### src/rtl/side_scheduler.sv
// Purpose: rotates a single green among N side approaches, with an all-red gap between greens.
// Latency: next is latched on the following edge; green ends at dwell MIN_GREEN-1; then CLEAR red cycles.
// Backpressure: none; req/next are sampled levels, and an early next is held in pending until consumed.
//
// Ports:
//   clk      - sole clock, rising edge
//   reset    - synchronous active-low reset
//   req      - per-side demand, bit i = side i waiting
//   next     - request to end the current green (pulse or level)
//   side     - one-hot green, all-zero during clearance
//   idx      - active side, or upcoming side while clearing
//   clearing - high in every all-red cycle
//   pending  - an accepted next is waiting for the minimum dwell
module side_scheduler #(
  parameter int N         = 4,
  parameter int MIN_GREEN = 8,
  parameter int CLEAR     = 2,
  localparam int IW       = $clog2(N)
) (
  input  logic          clk,
  input  logic          reset,
  input  logic [N-1:0]  req,
  input  logic          next,
  output logic [N-1:0]  side,
  output logic [IW-1:0] idx,
  output logic          clearing,
  output logic          pending
);

  localparam int DW = (MIN_GREEN > 1) ? $clog2(MIN_GREEN) : 1;
  localparam int CW = (CLEAR > 1) ? $clog2(CLEAR) : 1;
  localparam logic [DW-1:0] DWELL_MAX = DW'(MIN_GREEN - 1);
  localparam logic [CW-1:0] CLR_LAST  = CW'(CLEAR - 1);

  typedef enum logic {GREEN, CLR} state_t;

  state_t        state;
  logic [DW-1:0] dwell;
  logic [CW-1:0] clr_cnt;

  logic [IW-1:0] tgt;
  logic          tgt_vld;
  logic          advance;
  logic [IW:0]   pos_w;
  logic [IW-1:0] pos;

  // Round-robin search starting just after the current side. Walking k from
  // far to near lets the nearest requester overwrite the result; k never
  // reaches 0, so the current side is never chosen.
  always_comb begin
    tgt     = '0;
    tgt_vld = 1'b0;
    pos_w   = '0;
    pos     = '0;
    for (int k = N - 1; k >= 1; k--) begin
      pos_w = {1'b0, idx} + (IW + 1)'(k);
      if (pos_w >= (IW + 1)'(N)) begin
        pos_w = pos_w - (IW + 1)'(N);
      end
      pos = pos_w[IW-1:0];
      if (req[pos]) begin
        tgt     = pos;
        tgt_vld = 1'b1;
      end
    end
  end

  // A next arriving in the cycle the dwell completes advances immediately,
  // without first passing through pending.
  assign advance = (state == GREEN) && (pending || next) && (dwell == DWELL_MAX);

  always_ff @(posedge clk) begin
    if (!reset) begin
      state    <= GREEN;
      idx      <= '0;
      side     <= N'(1);
      clearing <= 1'b0;
      pending  <= 1'b0;
      dwell    <= '0;
      clr_cnt  <= '0;
    end else begin
      case (state)
        GREEN: begin
          if (dwell != DWELL_MAX) begin
            dwell <= dwell + 1'b1;
          end
          if (advance) begin
            pending <= 1'b0;
            // With no other requester the green simply continues on the
            // same side and the dwell stays saturated.
            if (tgt_vld) begin
              state    <= CLR;
              idx      <= tgt;
              side     <= '0;
              clearing <= 1'b1;
              clr_cnt  <= '0;
            end
          end else if (next) begin
            pending <= 1'b1;
          end
        end
        CLR: begin
          // Target is already latched in idx; req and next are ignored here.
          if (clr_cnt == CLR_LAST) begin
            state    <= GREEN;
            side     <= N'(1) << idx;
            clearing <= 1'b0;
            dwell    <= '0;
            clr_cnt  <= '0;
          end else begin
            clr_cnt <= clr_cnt + 1'b1;
          end
        end
        default: state <= GREEN;
      endcase
    end
  end

endmodule

### config.mk
export PLATFORM = sky130hd
export DESIGN_NAME = side_scheduler
export DESIGN_NICKNAME = d
export VERILOG_FILES = /design/src/rtl/side_scheduler.sv
export SDC_FILE = /design/constraint.sdc
export NUM_CORES = 1
export LEC_CHECK = 0
export CORE_UTILIZATION = 55
export CTS_BUF_LIST = sky130_fd_sc_hd__clkbuf_8
export CTS_CLUSTER_DIAMETER = 80
export DETAILED_ROUTE_END_ITERATION = 7
export MAX_ROUTING_LAYER = met4
export PLACE_DENSITY = 0.91
export SYNTH_ARGS = -nofsm -noshare
export SYNTH_HDL_FRONTEND = slang
export SYNTH_SLANG_ARGS = --single-unit
export TNS_END_PERCENT = 5
### constraint.sdc
create_clock -name clk -period 4.9 [get_ports clk]
set_input_delay 0.98 -clock clk [delete_from_list [all_inputs] [get_ports clk]]
set_output_delay 0.98 -clock clk [all_outputs]
set_load 0.02 [all_outputs]
After elaboration in Yosys (flattened, before gate mapping):

Cells that the tools add are included.

* flip-flop bits (word level): 13
* latch bits: 0
* RAM bits: 0
* bits in read-only memories: 0
* bits of input ports: 7
* output and inout port bits: 8
* logic and storage cells: 74
* memories kept: 0

* $add $sub $neg: 8
* multipliers: 0
* divide/modulo/power cells: 0
* $lt $le $gt $ge: 6
* equality and inequality tests: 6
* shift operators: 1
* multiplexer cells: 36
* bitwise operators: 1
* reduce and logical (&&, ||, !) cells: 9

Operator list (number)
* $mux W1: 17
* $mux W2: 6
* $mux W4: 3
* $ge A3 B3 Y1 const B: 3
* $lt A2 B3 Y1 const B: 3
* $pmux W4 S2: 1
* $add A2 B2 Y3 const B: 2
* $bmux W1 S2: 3
* $mux W3: 2
* $pmux W1 S2: 3
* $pmux W3 S2: 1
* $reduce_and A2 Y1: 3
* $reduce_and A3 Y1: 2
* $sub A2 B1 Y2 const B: 3
* $ne A2 B1 Y1 const B: 2
* $ne A2 B2 Y1 const B: 2
* $shl A1 B2 Y4 const A: 1
* $add A2 B1 Y3 const B: 1
* $add A3 B1 Y3 const B: 1
* $eq A3 B3 Y1 const B: 1
* $ne A3 B3 Y1 const B: 1
* $logic_and A1 B1 Y1: 2
* $reduce_bool A2 Y1: 1
* $add A1 B1 Y1 const B: 1
* 2 further kinds: 2

Logic depth before layout (Yosys ltp):

Gate-level depths: netlist of run 1.

* depth in word-level cells: 11
* gate-level depth with buffers: 6

Least setup slack after synthesis of run 1:

Ideal clock, no wire load.

* path kind: input to register
* start: in req[0]
* end: reg idx[0]
* library setup time: 0.092 ns
* arrival: 1.820 ns
* data required time: 4.808 ns
* path slack: 2.988 ns
* cell stages on the path: 4
* path through: nor2b_1 a211o_1 or2_1 o32ai_1

* word-level cells in the longest chain between the ends: 6
* elaborated cells between the ends (all ways): 13

Ends and longest elaborated chain
* start: declaration: line 22 `input logic [N-1:0] req,`
* $bmux W1 S2: line 61 `if (req[pos]) begin`
* $mux W1 (not written as such): line 61
* $mux W1 (3 in a row): line 61
* $reduce_and A3 Y1 (no line)
* end signal: assignment: line 93 `idx <= tgt;`
* end: declaration: line 25 `output logic [IW-1:0] idx,`

Several ways; a longest one is shown, not always the timed one. The select of a mux whose other input is x is not followed.
A chain may end at the register's enable or synchronous reset.

Worst setup path in the final report of run 1:

* start: reg idx[0]
* end: out idx[0]

No word-level cell between the ends.

==> flow_metrics.env, run 1 <==
export IMPL_utilization_pct=79.1
export IMPL_synth_top_cell_area_share_pct=34.9
export IMPL_globalRouteOverflowTotal=0
export IMPL_synth_ff_latch_count=13
export IMPL_cts_root_buf="sky130_fd_sc_hd__clkbuf_8"
export IMPL_clkSlewWorstSetupHoldPaths_ns=0.06
export IMPL_postSynthAreaPerCell_um2=8.47
export IMPL_num_io_pins=15
export IMPL_fin_area_um2=938
export IMPL_period_minus_slack_ns=2.44
export IMPL_kind_of_launch_point_of_the_worst_setup_path="register"
export IMPL_multi_input_logic_area_um2=455
export IMPL_synth_sequential_area_ratio_pct=34.9
export IMPL_grt_max_degree=15
export IMPL_pre_cts_worst_setup_slack_ns=2.31
export IMPL_yosys_cell_count_top_type="sky130_fd_sc_hd__dfxtp_1"
export IMPL_critical_path_slowest_cell="sky130_fd_sc_hd__clkdlybuf4s50_1"
export IMPL_residual_antenna_violating_net_count_after_detailed_routing=0
export IMPL_htreeDepth=1
export IMPL_core_um2=1190
export IMPL_synth_top_flop_cell="sky130_fd_sc_hd__dfxtp_1"
export IMPL_setup_repair_after_global_routing_missed_its_margin="false"
export IMPL_critPathCapture="idx[0]"
export IMPL_die_h_um=38.8
export IMPL_synth_edf_count=0
export IMPL_grt_pass1_wl_mm=2.70
export IMPL_numCtsBuffers=3
export IMPL_critical_path_max_stage_delay_ns=0.68
export IMPL_async_flop_share_pct=0
export IMPL_critical_path_depth=1
export IMPL_netlist_area_um2=746
export IMPL_core_rowCount=12
export IMPL_outcome="completed"
export IMPL_dieWidth_um=38.8
export IMPL_clock_latency_ns=0.24
export IMPL_synth_cells_most_frequent="13 x sky130_fd_sc_hd__dfxtp_1, 6 x sky130_fd_sc_hd__ha_1, 6 x sky130_fd_sc_hd__nor2_1"
export IMPL_final_hold_viol_count=0
export IMPL_total_grt_usage_pct=27.4
export IMPL_post_cts_resized_instances=0
export IMPL_cell_count_after_synthesis=88
export IMPL_syn2layout_area_growth_pct=25.8
export IMPL_cts_tree="yes"
export IMPL_initial_utilization_pct=62.9
export IMPL_critical_path_startpoint="idx[0]"
export IMPL_power_density_cell_area_nw_per_um2=249
export IMPL_cp_max_fo=9
export IMPL_critical_path_class="register to primary output"
export IMPL_first_iter_violations=14
export IMPL_leakage_nw=0.362
export IMPL_die_area_um2=1510
export IMPL_worst_path_buf_inv=1
export IMPL_first_pass_iters=4
export IMPL_yosysUniqueCellTypes=31
export IMPL_regArea_um2=260
export IMPL_gp_congestion=0.832
export IMPL_clk_skew_ns=0.00306
export IMPL_ff2ff_setup_slack_ns=2.87
export IMPL_peak_supply_drop_mv=0.146
export IMPL_num_fill_cells=95
export IMPL_antenna_cells_inserted=0
export IMPL_route_detailed_wl_per_inst_um=14.2
export IMPL_layout_worst_path_cycle_share_pct=49.7
export IMPL_r2r_end="idx[0]"
export IMPL_drive_gt1_share_pct=4.85
export IMPL_post_synth_top_area_cell="sky130_fd_sc_hd__dfxtp_1"
export IMPL_hold_slack_ns=0.466
export IMPL_max_slew_worst_pin_slew_ns=0.670
export IMPL_end_kind="primary output"
export IMPL_setup_slack_ns=2.46
export IMPL_placed_standard_cell_area_um2=892
export IMPL_via_per_inst=6.16
export IMPL_ctsLongestPathBuffers=2
export IMPL_crit_chain="clkdlybuf4s50_1"
export IMPL_first_global_vias=659
export IMPL_numClockSinks=13
export IMPL_finish_net_count=117
export IMPL_finalMaxSlewViolations=0
export IMPL_route_detailed_drc=0
export IMPL_setup_tns_final_ns=0
export IMPL_grt_antenna_before_repair=0
export IMPL_maxClockFrequency_ghz=0.410
export IMPL_postCtsHoldBufs=0
export IMPL_worst_r2r_path_cells=4
export IMPL_setup_viol=0
export IMPL_totalWireLength_mm=1.66
export IMPL_ys_warn_count=0
export IMPL_worst_endpoint_required_ns=3.92
export IMPL_dp_hpwl_mm=1.18
export IMPL_syn_nets=101
export IMPL_slew_limit_headroom_pct=54.2
export IMPL_path_delay_family="buffers and inverters"
export IMPL_cts_setup_buffers=0
export IMPL_numPortBuffers=14
export IMPL_timing_critical_path_arrival_ns=1.46
export IMPL_num_vias=721
export IMPL_holdCritPathClass="register to register"
export IMPL_reg_to_reg_start="idx[0]"
export IMPL_dominant_cells_by_area_after_synthesis="sky130_fd_sc_hd__dfxtp_1 35%, sky130_fd_sc_hd__ha_1 10%, sky130_fd_sc_hd__nor2b_1 4.2%, sky130_fd_sc_hd__a31oi_1 3.4%, sky130_fd_sc_hd__nor2_1 3.0%"
export IMPL_cap_violations=0
[logic make-up after synthesis]
kind of cell | Yosys count | share of synthesized area, %
buffers and inverters | 8 | 4.03
AOI/OAI and AO/OA | 27 | 24.7
muxes | 3 | 4.19
adders and majority gates | 6 | 10.1
and+or+nand+nor | 31 | 22.1
DFF | 13 | 34.9
[stage by stage]
stage	total power, mW	instances
global route	0.243	117
finish	0.234	117
detailed placement	0.138	113
CTS	0.233	117
floorplan	0.127	88
global placement	0.137	113
[power by group]
group / internal (mW) / switching, mW
clock network: 0.0562 / 0.0415
registers: 0.109 / 0.00236
logic: 0.0129 / 0.0117
total: 0.178 / 0.0555
[layout by cell type (no fill, tap or decap), types with 2 or more instances in the layout]
master	count
sky130_fd_sc_hd__a21boi_0	2
sky130_fd_sc_hd__nand2_1	5
sky130_fd_sc_hd__o21ai_0	4
sky130_fd_sc_hd__mux2i_1	2
sky130_fd_sc_hd__ha_1	6
sky130_fd_sc_hd__a31oi_1	4
sky130_fd_sc_hd__a21oi_1	3
sky130_fd_sc_hd__nor3_1	3
sky130_fd_sc_hd__clkdlybuf4s50_1	14
sky130_fd_sc_hd__a22oi_1	2
sky130_fd_sc_hd__nand2b_1	2
sky130_fd_sc_hd__inv_1	5
sky130_fd_sc_hd__dfxtp_1	13
sky130_fd_sc_hd__nand3_1	3
sky130_fd_sc_hd__nor2b_1	5
sky130_fd_sc_hd__a21boi_1	2
sky130_fd_sc_hd__o211ai_1	3
sky130_fd_sc_hd__clkbuf_8	3
sky130_fd_sc_hd__nor2_1	6
sky130_fd_sc_hd__and3_1	3
[layout make-up]
type,count,area share (%)
Clock buffer,3,4.40
Clock inverter,1,0.533
Multi-Input combinational cell,67,48.5
Sequential cell,13,27.7
Inverter,5,2.00
Timing Repair Buffer,14,14.9
Tap cell,14,1.87
[registers in the layout (all words and copies together) (netlist names)]
register,cells
clearing,1
clr_cnt,1
side,4
idx,2
dwell,3
pending,1
state,1
[how the worst min path moves through the flow]
stage / end / cells after the start / startpoint
final: clearing / 2 / clearing
after floorplan: dwell[1] / 2 / dwell[1]
after detailed placement: clearing / 2 / clearing
after global placement: clearing / 2 / clearing
after CTS: clearing / 2 / clearing
after global routing: clearing / 2 / clearing
[metal layers]
metal  track usage (%)  vias up  routed length [um]
met5                 -        -                   0
met4              7.76        0                  14
met3              5.20        2                  57
met2              50.4       21                 890
met1              29.5      346                 698
li1                  -      352                   -
Power figures use the tool's default switching activity.
==> run 2, diff against run 1 <==
- CORE_UTILIZATION: 55 -> 52
- PLACE_DENSITY: 0.91 -> 0.87
- clock period: 4.9 -> 2.5 ns (I/O delays scaled with it)
==> flow_metrics.env, run 2 (same netlist as run 1, synthesis figures left out) <==
export IMPL_outcome="completed"
export IMPL_dieWidth_um=39.9
export IMPL_reg_largest_list="side: 4 flops, dwell: 3 flops, idx: 2 flops"
export IMPL_path_delay_family="buffers and inverters"
export IMPL_final_common_cell="sky130_fd_sc_hd__clkdlybuf4s50_1"
export IMPL_grt_antenna_before_repair=0
export IMPL_num_vias=701
export IMPL_leakage_nw=0.364
export IMPL_postCtsHoldBufs=0
export IMPL_clock_latency_ns=0.24
export IMPL_core_um2=1320
export IMPL_route_detailed_drc=0
export IMPL_crit_chain="clkdlybuf4s50_1"
export IMPL_num_fill_cells=100
export IMPL_setup_tns_final_ns=0
export IMPL_die_area_um2=1590
export IMPL_cts_root_buf="sky130_fd_sc_hd__clkbuf_8"
export IMPL_initial_utilization_pct=56.6
export IMPL_core_rowCount=13
export IMPL_post_cts_resized_instances=0
export IMPL_via_per_inst=5.94
export IMPL_grt_max_degree=15
export IMPL_first_pass_iters=4
export IMPL_total_power_mw=0.446
export IMPL_slew_limit_headroom_pct=65.3
export IMPL_dp_hpwl_mm=1.13
export IMPL_cap_violations=0
export IMPL_power_share_clock_pct=40.0
export IMPL_antenna_cells_inserted=0
export IMPL_peak_supply_drop_mv=0.265
export IMPL_layout_worst_path_cycle_share_pct=77.6
export IMPL_route_detailed_wl_per_inst_um=13.4
export IMPL_finalMaxSlewViolations=0
export IMPL_cts_tree="yes"
export IMPL_numClockSinks=13
export IMPL_globalRouteOverflowTotal=0
export IMPL_setup_repair_after_global_routing_missed_its_margin="false"
export IMPL_max_slew_worst_pin_slew_ns=0.507
export IMPL_totalWireLength_mm=1.58
export IMPL_clk_skew_ns=0.00219
export IMPL_worst_path_buf_inv=1
export IMPL_cp_max_fo=10
export IMPL_htreeDepth=1
export IMPL_total_grt_usage_pct=25.0
export IMPL_p_seq_share_pct=49.0
export IMPL_most_common_layout_cells="14 x sky130_fd_sc_hd__clkdlybuf4s50_1, 13 x sky130_fd_sc_hd__dfxtp_1, 6 x sky130_fd_sc_hd__inv_1, 6 x sky130_fd_sc_hd__nor2_1, 6 x sky130_fd_sc_hd__ha_1"
export IMPL_drive_gt1_share_pct=3.88
export IMPL_max_ffs_per_register=4
export IMPL_syn2layout_area_growth_pct=25.8
export IMPL_power_share_switching_pct=22.0
export IMPL_critical_path_slowest_cell="sky130_fd_sc_hd__clkdlybuf4s50_1"
export IMPL_critical_path_class="register to primary output"
export IMPL_max_flop_register="side"
export IMPL_final_hold_viol_count=0
export IMPL_numPortBuffers=14
export IMPL_ctsLongestPathBuffers=2
export IMPL_grt_pass1_wl_mm=2.56
export IMPL_clkSlewWorstSetupHoldPaths_ns=0.05
export IMPL_period_minus_slack_ns=1.94
export IMPL_critical_path_max_stage_delay_ns=0.67
export IMPL_timing_critical_path_arrival_ns=1.44
export IMPL_first_global_vias=620
export IMPL_intPower_mw=0.348
export IMPL_residual_antenna_violating_net_count_after_detailed_routing=0
export IMPL_cts_setup_buffers=0
export IMPL_kind_of_launch_point_of_the_worst_setup_path="register"
export IMPL_worst_endpoint_required_ns=2.00
export IMPL_share_comb_of_total_power_pct=11.0
export IMPL_gp_congestion=0.820
export IMPL_end_kind="primary output"
export IMPL_num_io_pins=15
export IMPL_first_iter_violations=14
export IMPL_numCtsBuffers=3
export IMPL_netsw_mw=0.0982
export IMPL_finish_net_count=117
export IMPL_die_h_um=39.9
export IMPL_setup_viol=0
export IMPL_holdCritPathClass="register to register"
export IMPL_maxClockFrequency_ghz=0.516
export IMPL_power_density_cell_area_nw_per_um2=475
run 2: cell types whose count changed in the layout (fill, tap and decap cells not counted), sizes merged:
| cell | before | now |
|---|---|---|
| clkinv | 1 | 0 |
| inv | 5 | 6 |
run 2: power by group through the flow:
stage               clock network (mW)  logic, mW  registers (mW)
floorplan                            0     0.0248           0.224
global placement                     0     0.0459           0.222
detailed placement                   0     0.0474           0.223
CTS                              0.182     0.0485           0.219
global route                     0.193     0.0545           0.219
finish                           0.178     0.0490           0.219
run 2: per-stage QoR:
step	instance area [um^2]	worst slack (ns)	util, %	hold WS [ns]	cells
6_report	938	0.561	71.2	0.466	118
5_1_grt	938	0.418	71.2	0.487	118
4_1_cts	938	0.563	71.2	0.476	118
3_5_place_dp	893	0.316	67.8	0.468	114
3_3_place_gp	893	0.446	67.8	0.466	114
2_1_floorplan	746	0.843	-	0.504	88
run 2: final cells by class:
class                      instances  area, um^2  area share (%)
inverter                           5        18.8            2.00
tap                               15        18.8            2.00
timing repair buffer              14         140            14.9
clock inverter                     1        3.75           0.400
sequential                        13         260            27.7
clock buffer                       3        41.3            4.40
multi-input combinational         67         455            48.5
run 2: worst register-to-register path: stages (launching register included):
cell	delay, ns
sky130_fd_sc_hd__dfxtp_1	0.51
sky130_fd_sc_hd__inv_1	0.14
sky130_fd_sc_hd__ha_1	0.36
sky130_fd_sc_hd__a2111oi_0	0.54
sky130_fd_sc_hd__o32ai_1	0.16
run 2: routing by layer:
metal	part of all wire, %	up-vias	wire, um	GRT usage [%]
met5	0	-	0	-
met3	4.2	2	67	7.95
met2	47	21	737	36.7
met4	0.89	0	14	13.8
met1	48	323	758	29.8
li1	-	355	-	-
run 2: worst paths after layout:
path                            cells after the start  slack [ns]       end      from
worst max register to register                      4        0.65    idx[0]    idx[0]
worst min register to register                      2        0.47  clearing  clearing
worst min-delay path                                2        0.47  clearing  clearing
worst max-delay path                                1        0.56    idx[1]    idx[1]
==> run 3, diff against run 2 <==
- CORE_UTILIZATION: 52 -> 47
- PLACE_DENSITY: 0.87 -> 0.83
- clock period: 2.5 -> 1.6 ns (I/O delays scaled with it)
==> flow_metrics.env, run 3 (same netlist as run 1, synthesis figures left out) <==
export IMPL_outcome="complete, but fails checks"
export IMPL_violated_checks="negative setup slack"
export IMPL_num_fill_cells=109
export IMPL_fin_area_um2=1120
export IMPL_hold_path_depth=2
export IMPL_most_common_layout_cells="16 x sky130_fd_sc_hd__buf_4, 11 x sky130_fd_sc_hd__clkdlybuf4s50_1, 9 x sky130_fd_sc_hd__dfxtp_1"
export IMPL_dp_hpwl_mm=1.35
export IMPL_clk_skew_ns=0.00424
export IMPL_dieWidth_um=41.8
export IMPL_placed_standard_cell_area_um2=1020
export IMPL_power_share_switching_pct=23.9
export IMPL_total_power_mw=0.739
export IMPL_total_grt_usage_pct=23.3
export IMPL_worst_endpoint_required_ns=1.75
export IMPL_power_share_clock_pct=39.4
export IMPL_slew_limit_headroom_pct=78.8
export IMPL_syn2layout_area_growth_pct=50.8
export IMPL_numPortBuffers=14
export IMPL_numClockSinks=13
export IMPL_final_hold_viol_count=0
export IMPL_clock_latency_ns=0.24
export IMPL_netsw_mw=0.177
export IMPL_critical_path_class="register to register"
export IMPL_residual_antenna_violating_net_count_after_detailed_routing=0
export IMPL_period_minus_slack_ns=1.62
export IMPL_num_vias=786
export IMPL_cap_violations=0
export IMPL_timing_critical_path_arrival_ns=1.77
export IMPL_htreeDepth=1
export IMPL_core_um2=1490
export IMPL_first_global_vias=712
export IMPL_antenna_cells_inserted=0
export IMPL_initial_utilization_pct=50.1
export IMPL_utilization_pct=75.5
export IMPL_max_slew_worst_pin_slew_ns=0.318
export IMPL_final_common_cell="sky130_fd_sc_hd__buf_4"
export IMPL_ctsLongestPathBuffers=2
export IMPL_route_detailed_wl_per_inst_um=14.1
export IMPL_layoutNonFillerInstCount=136
export IMPL_setup_repair_after_global_routing_missed_its_margin="true"
export IMPL_intPower_mw=0.562
export IMPL_cp_max_fo=4
export IMPL_via_per_inst=5.78
export IMPL_max_ffs_per_register=4
export IMPL_cts_root_buf="sky130_fd_sc_hd__clkbuf_8"
export IMPL_leakage_nw=0.469
export IMPL_clkSlewWorstSetupHoldPaths_ns=0.06
export IMPL_finalMaxSlewViolations=0
export IMPL_globalRouteOverflowTotal=0
export IMPL_die_area_um2=1750
export IMPL_grt_max_degree=13
export IMPL_cts_tree="yes"
export IMPL_holdCritPathClass="register to register"
export IMPL_reg_largest_list="side: 4 flops, dwell: 3 flops, idx: 2 flops"
export IMPL_totalWireLength_mm=1.91
export IMPL_first_pass_iters=5
export IMPL_kind_of_launch_point_of_the_worst_setup_path="register"
export IMPL_gp_congestion=0.816
export IMPL_numCtsBuffers=3
export IMPL_setup_tns_final_ns=-0.0219
export IMPL_layout_worst_path_cycle_share_pct=101
export IMPL_power_density_cell_area_nw_per_um2=657
export IMPL_num_io_pins=15
export IMPL_finish_net_count=134
export IMPL_first_iter_violations=14
export IMPL_hold_slack_ns=0.467
export IMPL_core_rowCount=14
export IMPL_worst_r2r_path_cells=7
export IMPL_die_h_um=41.8
export IMPL_route_detailed_drc=0
export IMPL_pre_cts_worst_setup_slack_ns=-0.287
export IMPL_maxClockFrequency_ghz=0.618
export IMPL_share_comb_of_total_power_pct=13.8
export IMPL_peak_supply_drop_mv=0.597
export IMPL_setup_viol=3
export IMPL_drive_gt1_share_pct=25.0
export IMPL_grt_pass1_wl_mm=3.03
export IMPL_max_flop_register="side"
export IMPL_p_seq_share_pct=46.9
export IMPL_end_kind="register"
export IMPL_dp_cells=131
export IMPL_grt_antenna_before_repair=0
export IMPL_setup_slack_ns=-0.0176
## run 3: changes by cell type in the layout (fill, tap and decap cells not counted), sizes merged
cell | before | now
buf | 0 | 17
clkdlybuf4s50 | 14 | 11
dlygate4sd2 | 0 | 2
dlymetal6s2s | 0 | 1
## run 3: routing by layer
layer | vias to the layer above | GRT usage (%) | wire (um) | part of all wire (%)
met5 | - | - | 0 | 0
met4 | 0 | 12.3 | 35 | 1.8
met3 | 4 | 4.35 | 86 | 4.5
met2 | 24 | 37.5 | 931 | 49
met1 | 370 | 27.5 | 861 | 45
li1 | 388 | - | - | -
## run 3: critical path: stages, from the launching register on
cell	delay, ns
sky130_fd_sc_hd__dfxtp_2	0.36
sky130_fd_sc_hd__ha_4	0.15
sky130_fd_sc_hd__ha_4	0.14
sky130_fd_sc_hd__nand2b_4	0.06
sky130_fd_sc_hd__a211o_1	0.32
sky130_fd_sc_hd__buf_6	0.14
sky130_fd_sc_hd__nand4bb_1	0.17
sky130_fd_sc_hd__a21boi_1	0.21
## run 3: power by group through the flow
stage          sequential [mW]  combinational [mW]  clock, mW
3_5_place_dp             0.348              0.0899          0
4_1_cts                  0.341              0.0906      0.294
6_report                 0.346               0.102      0.291
2_1_floorplan            0.349              0.0388          0
3_3_place_gp             0.347              0.0873          0
5_1_grt                  0.347               0.110      0.308
## run 3: path summary, 6_finish.rpt
path | start | endpoint | slack [ns]
worst max-delay path | dwell[1] | idx[1] | -0.02
worst min-delay path | clearing | clearing | 0.47
worst max register to register | dwell[1] | idx[1] | -0.02
worst min register to register | clearing | clearing | 0.47
## run 3: timing repair
action	CTS	global route
resized for setup	3	13
endpoints found under the setup margin	6	9
buffers inserted	0	1
hold buffers	0	0
cloned	0	0
pin swaps	1	5
## run 3: final cells by class
cell class              count  area [um^2]  share of cell area (%)
clock inverters             1         3.75                   0.334
clock buffers               3         41.3                    3.67
well taps                  16         20.0                    1.78
repair buffers             31          272                    24.1
flip-flops and latches     13          268                    23.8
inverters                   5         18.8                    1.67
multi-input cells          67          502                    44.6
